<file path="src/rtl/serial_sub_pkg.sv">
// Shared definitions for the bit-serial subtractor: FSM states,
// default operand width and the signed-overflow helper.
package serial_sub_pkg;

  localparam int DEFAULT_WIDTH = 8;

  typedef enum logic [1:0] {
    IDLE  = 2'd0,
    SHIFT = 2'd1,
    DONE  = 2'd2
  } state_t;

  // Two's-complement overflow of a-b: operands differ in sign and the
  // result sign differs from the minuend sign.
  function automatic logic sub_ovf(input logic a_msb, input logic b_msb, input logic d_msb);
    return (a_msb ^ b_msb) & (a_msb ^ d_msb);
  endfunction

endpackage

</file>
<file path="src/rtl/full_subtractor.sv">
// One-bit full subtractor: d = a - b - bin, with borrow out.
module full_subtractor (
  input  logic a,
  input  logic b,
  input  logic bin,
  output logic d,
  output logic bout
);

  assign d    = a ^ b ^ bin;
  assign bout = (~a & b) | (~(a ^ b) & bin);

endmodule

</file>
<file path="src/rtl/serial_subtractor.sv">
// Bit-serial subtractor: computes a-b LSB-first, one bit per clock,
// reporting the difference, final borrow and signed overflow.
module serial_subtractor
  import serial_sub_pkg::*;
#(
  parameter int WIDTH = DEFAULT_WIDTH
) (
  input  logic             clk,
  input  logic             rst_n,
  input  logic             start,
  input  logic [WIDTH-1:0] a,
  input  logic [WIDTH-1:0] b,
  output logic             busy,
  output logic             done,
  output logic [WIDTH-1:0] diff,
  output logic             bout,
  output logic             ovf
);

  localparam int CNT_W = $clog2(WIDTH + 1);
  localparam logic [CNT_W-1:0] LAST_CNT = CNT_W'(WIDTH - 1);

  state_t           r_state;
  state_t           w_next_state;
  logic [WIDTH-1:0] r_a;
  logic [WIDTH-1:0] r_b;
  // Only the upper WIDTH-1 result bits need storing; the last bit is
  // produced combinationally on the completing edge.
  logic [WIDTH-2:0] r_res;
  logic             r_borrow;
  logic             r_amsb;
  logic             r_bmsb;
  logic [CNT_W-1:0] r_cnt;

  logic             w_d;
  logic             w_bout;
  logic [WIDTH-1:0] w_res_next;
  logic             w_last;

  full_subtractor u_fs (
    .a    (r_a[0]),
    .b    (r_b[0]),
    .bin  (r_borrow),
    .d    (w_d),
    .bout (w_bout)
  );

  assign w_res_next = {w_d, r_res};
  assign w_last     = (r_cnt == LAST_CNT);

  // Next-state decode for the IDLE -> SHIFT -> DONE sequence.
  always_comb begin
    w_next_state = r_state;
    case (r_state)
      IDLE: begin
        if (start) begin
          w_next_state = SHIFT;
        end else begin
          w_next_state = IDLE;
        end
      end
      SHIFT: begin
        if (w_last) begin
          w_next_state = DONE;
        end else begin
          w_next_state = SHIFT;
        end
      end
      DONE:    w_next_state = IDLE;
      default: w_next_state = IDLE;
    endcase
  end

  // State register with busy/done registered from the next state.
  always_ff @(posedge clk or negedge rst_n) begin
    if (!rst_n) begin
      r_state <= IDLE;
      busy    <= 1'b0;
      done    <= 1'b0;
    end else begin
      r_state <= w_next_state;
      busy    <= (w_next_state == SHIFT);
      done    <= (w_next_state == DONE);
    end
  end

  // Operand capture, per-bit shifting and result loading at completion.
  always_ff @(posedge clk or negedge rst_n) begin
    if (!rst_n) begin
      r_a      <= '0;
      r_b      <= '0;
      r_res    <= '0;
      r_borrow <= 1'b0;
      r_amsb   <= 1'b0;
      r_bmsb   <= 1'b0;
      r_cnt    <= '0;
      diff     <= '0;
      bout     <= 1'b0;
      ovf      <= 1'b0;
    end else begin
      case (r_state)
        IDLE: begin
          if (start) begin
            r_a      <= a;
            r_b      <= b;
            r_borrow <= 1'b0;
            r_amsb   <= a[WIDTH-1];
            r_bmsb   <= b[WIDTH-1];
            r_cnt    <= '0;
          end else begin
            r_cnt    <= r_cnt;
          end
        end
        SHIFT: begin
          r_a      <= {1'b0, r_a[WIDTH-1:1]};
          r_b      <= {1'b0, r_b[WIDTH-1:1]};
          r_res    <= w_res_next[WIDTH-1:1];
          r_borrow <= w_bout;
          r_cnt    <= r_cnt + CNT_W'(1);
          if (w_last) begin
            diff <= w_res_next;
            bout <= w_bout;
            ovf  <= sub_ovf(r_amsb, r_bmsb, w_d);
          end else begin
            diff <= diff;
          end
        end
        DONE: begin
          r_cnt <= r_cnt;
        end
        default: begin
          r_cnt <= '0;
        end
      endcase
    end
  end

endmodule

</file>
<file path="config.mk">
export PLATFORM = sky130hd
export DESIGN_NAME = serial_subtractor
export DESIGN_NICKNAME = d
export VERILOG_FILES = /design/src/rtl/serial_sub_pkg.sv /design/src/rtl/full_subtractor.sv /design/src/rtl/serial_subtractor.sv
export SDC_FILE = /design/constraint.sdc
export NUM_CORES = 1
export LEC_CHECK = 0
export CORE_ASPECT_RATIO = 0.9
export CORE_MARGIN = 2
export CORE_UTILIZATION = 30
export DETAILED_ROUTE_END_ITERATION = 8
export GPL_TIMING_DRIVEN = 0
export PLACE_DENSITY = 0.55
export SYNTH_ARGS = -nofsm -noshare
export SYNTH_HDL_FRONTEND = slang
export SYNTH_SLANG_ARGS = --single-unit
export TNS_END_PERCENT = 1
</file>
<file path="constraint.sdc">
create_clock -name clk -period 2.95 [get_ports clk]
set_input_delay 0.295 -clock clk [delete_from_list [all_inputs] [get_ports clk]]
set_output_delay 0.295 -clock clk [all_outputs]
set_load 0.005 [all_outputs]
</file>
== Yosys cells after proc, flatten, opt, wreduce, memory -nomap -nowiden ==
Index checks and enable logic that the tools add are counted.
Cells by class
  eq/ne operators: 6
  muxes and demuxes: 11
  bitwise gates (word level): 11
  reduce and logical (&&, ||, !) cells: 6
  add/sub/neg operators: 1
Operator list (count)
  case mux 8 bit (2 select lines): 2
  2-to-1 mux 8 bit: 2
  case mux 4 bit (3 select lines): 1
  AND reduction 2 bit: 4
  adder 4 x 1 -> 4 bit, second input constant: 1
  equality test 2 x 1 -> 1 bit, second input constant: 2
  equality test 2 bit, second input constant: 2
  equality test 4 x 3 -> 1 bit, second input constant: 1
  2-to-1 mux 4 bit: 1
  case mux 2 bit (2 select lines): 1
  bitwise XOR 1 bit: 4
  bitwise AND 1 bit: 3
  NOT 1 bit: 3
  zero test 2 bit: 1
  2-to-1 mux 1 bit: 2
  2-to-1 mux 2 bit: 1
  inequality test 2 bit, second input constant: 1
  case mux 1 bit (2 select lines): 1
  nonzero test 2 bit: 1
  OR 1 bit: 1
Word-level totals
  flip-flop bits (word level): 44
  output and inout bits: 12

== Logic depth before layout (Yosys ltp) ==
  word-level depth: 5
  gate-level depth with buffers: 5
  depth with buffers taken out: 5

== Modules after synthesis ==
From an unflattened synthesis, not the netlist that was laid out.
Second synthesis, totals
  cells, all modules: 179
  area total of the unflattened synthesis: 1858.0 sq um
By module, submodules not included
  serial_subtractor: times used 1, area an instance 1826.8 sq um, cells each 175
  full_subtractor: times used 1, area an instance 31.3 sq um, cells each 4

== Worst setup path after synthesis ==
OpenSTA, ideal clock, no wires.
  path kind: reg-to-reg
  start: register r_b[0]
  end: register ovf
  setup slack: 1.489 ns
  path buffers: 0
  required time: 2.825 ns
  arrival: 1.336 ns
  cell stages (with the launch flop): 6
  path through: dfrtp_1 -> inv_1 -> fa_1 -> nand2b_1 -> o21ai_0 -> mux2_2
On the way
  cells in the longest elaborated chain, start to end: 4
RTL lines
  from (decl): RTL line serial_subtractor.sv:26  | logic [WIDTH-1:0] r_b;
  from (signal assigned): RTL line serial_subtractor.sv:116  | r_b <= {1'b0, r_b[WIDTH-1:1]};
  bitwise XOR 1 bit (2 in a row): RTL line full_subtractor.sv:10  | assign d = a ^ b ^ bin;
  named net u_fs.d: RTL line full_subtractor.sv:6  | output logic d,
  bitwise XOR 1 bit: RTL line serial_sub_pkg.sv:16  | return (a_msb ^ b_msb) & (a_msb ^ d_msb);
  bitwise AND 1 bit: RTL line serial_sub_pkg.sv:16
  to (signal assigned): RTL line serial_subtractor.sv:123  | ovf <= sub_ovf(r_amsb, r_bmsb, w_d);
  to (decl): RTL line serial_subtractor.sv:17  | output logic ovf
The timed path passes the listed nets, and every way through them passes these cells.
A chain may end at the register's enable or synchronous reset.

== Worst setup path after layout ==
Same ends and word-level chain as after synthesis.

==> impl_results.md <==
* CP peak stage delay at 0.63 ns
* Num rows at 27
* CP Launch Point: r_b[0]
* Hold Slack at between 0.4 and 0.5 ns
* Die Span Y at around 80 um
* RR Startpoint: r_b[0]
* Syn Area/Cell at 11.4 um2
* Synth area leaders: dfrtp_1 59%, mux2_2 12%, nand2_1 6.1%
* Total GRT Usage at between 10% and 20%
* Outcome: complete, no violations
* Met3 usage at ~3.4%
* Tcrit/Tclk final at between 50% and 60%
* Area Growth Syn to Fin at 27.4%
* Cell family with most CP delay: adder cells
* Clock Latency Late Sink at 0.30 ns
* Met1 Use GR at ~17%
* Most common cell after layout, fill and taps aside: dfrtp_1
* Min cycle time layout at 1.59 ns
* Gr ovfl total at 0
* Largest net degree at the start of global routing at 35
* Fin cells at ~280
* Routed Antenna Nets at 0
* Syn Inst Count at 163
* Endpoint class of the critical path: flop
* Reg clk slew, reported paths at 0.09 ns
* Post-synthesis sequential area ratio at 59.3%
* Clock Tree Buf Depth at 2
* First DRT Iteration DRCs at slightly below 70
* Remaining routing DRC violations at 0
* CTS Buf Count at 5
* Final setup TNS at 0 ns
* Initial Util at roughly 31%
* Width of the chip at 86.9 um
* Final setup vio count at 0
* Number of global-route vias before repair at approximately 1300
* Top Usage Layer GRT: met2
* IO Port Bufs at 30
* Leakage at roughly 1.0 nW
* Drt pass-1 iters at 4
* Mapped cell area at 0.00186 mm2
* Final-report hold violation count at 0
* Io pins at 31
* Met2 usage at around 17%
* Clock skew at between 0.007 and 0.008 ns
* Full die area at between 0.006 and 0.007 mm2
* Area leader, netlist: dfrtp_1
* Clock Sink Count at 44
* First-pass GRT wire length at ~6000 um
* FF+latch count, synth at 44
* CP required at 3.14 ns
* Pins Over Slew Limit at 0
* PwrDens at approximately 1000 mW/mm2
* Area after DPL at ~0.0023 mm2
* Arrival @ worst endpoint at around 1.8 ns
* Post-DP HPWL at between 2000 and 3000 um
* Slew @ Worst Pin at around 0.4 ns
* Routability Congestion at ~0.7
* Worst Path Buf+Inv at 1
* NumNets Final at approximately 220
* H-tree Lvls at 2
* Core region area at 0.00605 mm2
* Fin area at about 0.0024 mm2
* Worst vdd ir at about 0.00043 V
* DRT Wirelength at approximately 3700 um
* TritonCTS clock tree: done
* Share of post-route cells with drive strength above 1 at about a fifth
* Post-DR wirelength/cell at approximately 14 um
* Setup CP Type: reg2reg
* Routed vias at approximately 1300
* Crit path max-delay cell type: fa_1
* Yosys warns at 0
* Critical Path Source Type: flop
* Min-Delay Path Class: in2async
* Placed cells at 266
* Commonest cells after routing, fill and taps aside: 44 x dfrtp_1, 30 x nand2_1, 29 x clkdlybuf4s50_1, 19 x mux2_2, 17 x nor2_1
* Count of cell types in the netlist at 25
* CP Max Fanout at 4
* CTS root buf: clkbuf_8
* Post-cts resize count at 0
* Ant diodes at 0
* Initial antenna violation count at 0
* RSZ-0062 raised after global routing: no
* Post-Syn Nets at ~180
* Area share of the largest cell type after synthesis at 59.3%
* Slew margin rel. at between 70 and 80%
* Vias per std cell at about 4.7
* Max_cap viols at 0
* Crit-path cells: inv_1 > fa_1 > nand2b_1 > o21ai_0 > mux2_2
* Peak Freq at about 0.63 GHz
* Final Power at around 0.0024 W
worst paths after layout:
| check | endpoint | slack (ns) | cells after the start |
|---|---|---|---|
| max in group asynchronous | r_res[3] | 2.08 | 3 |
| setup reg to reg | ovf | 1.36 | 5 |
| hold reg to reg | r_borrow | 0.51 | 2 |
| setup / recovery | ovf | 1.36 | 5 |
| min in group clk | r_borrow | 0.51 | 2 |
| hold / removal | r_a[2] | 0.41 | 2 |
cell type report:
| cell class | instances | area (um2) |
|---|---|---|
| clock buffers | 6 | 82.6 |
| well taps | 72 | 90.1 |
| flip-flops and latches | 44 | 1100 |
| clock inverters | 2 | 10.0 |
| multi-input cells | 105 | 679 |
| fillers | 584 | 3680 |
| inverters | 4 | 15.0 |
| repair buffers | 32 | 325 |
| plain buffers | 10 | 60.1 |
metal layers:
metal,up-vias,part of all wire (%)
li1,630,-
met1,616,51
met2,32,43
met3,7,4.3
met4,0,1.9
met5,-,0
per-stage QoR:
step                setup WS [ns]  util (%)
floorplan                    1.49         -
global placement            0.334      37.1
detailed placement           1.05      37.4
CTS                          1.35      39.1
global route                 1.25      39.1
finish                       1.36      39.1
logic make-up after synthesis:
kind of cell,synth area share [%]
AO/OA/AOI/OAI,8.56
multiplexers,12.1
AND/OR/NAND/NOR,13.3
adder cells (fa/ha/maj),1.75
XOR/XNOR,0.944
buffers and inverters,4.05
flip-flops,59.3
synth_stat cells:
master,instances
nand2_1,30
ha_1,1
nand3b_1,1
buf_6,2
nor2b_1,2
nor3_4,1
nor2_1,17
clkbuf_1,2
xor2_1,1
a31oi_1,14
mux2i_1,1
a32o_1,1
a21oi_1,1
o21ai_0,3
nor3_1,1
dfrtp_1,44
a22oi_1,2
xnor2_1,1
a22o_1,3
buf_2,6
nand2b_1,3
nand3_1,2
mux2_2,19
inv_1,4
fa_1,1
registers in the layout, indices dropped and copies added, names as in the netlist, 2 cells and up:
signal / count
r_a: 8
diff: 8
r_cnt: 4
r_res: 7
r_b: 8
r_state: 2
power breakdown:
part / total [W] / leakage (nW) / switching, W / internal [W]
logic: 0.000907 / 0.432 / 0.000391 / 0.000515
registers: 0.00105 / 0.526 / 0.000169 / 0.000883
clock network: 0.000394 / 0.0510 / 0.000207 / 0.000187
total: 0.00235 / 1.01 / 0.000767 / 0.00159
worst register-to-register path: stages, from the launching register on:
cell and delay [ns]:
dfrtp_1 0.35, inv_1 0.06, fa_1 0.63, nand2b_1 0.12
o21ai_0 0.06, mux2_2 0.26
what timing repair did:
action,in CTS,in global routing
endpoints found under the hold margin,10,0
setup endpoints to repair,0,0
hold buffers,1,0
buffers inserted,0,0
No activity file was read; power rests on OpenSTA's default activity.
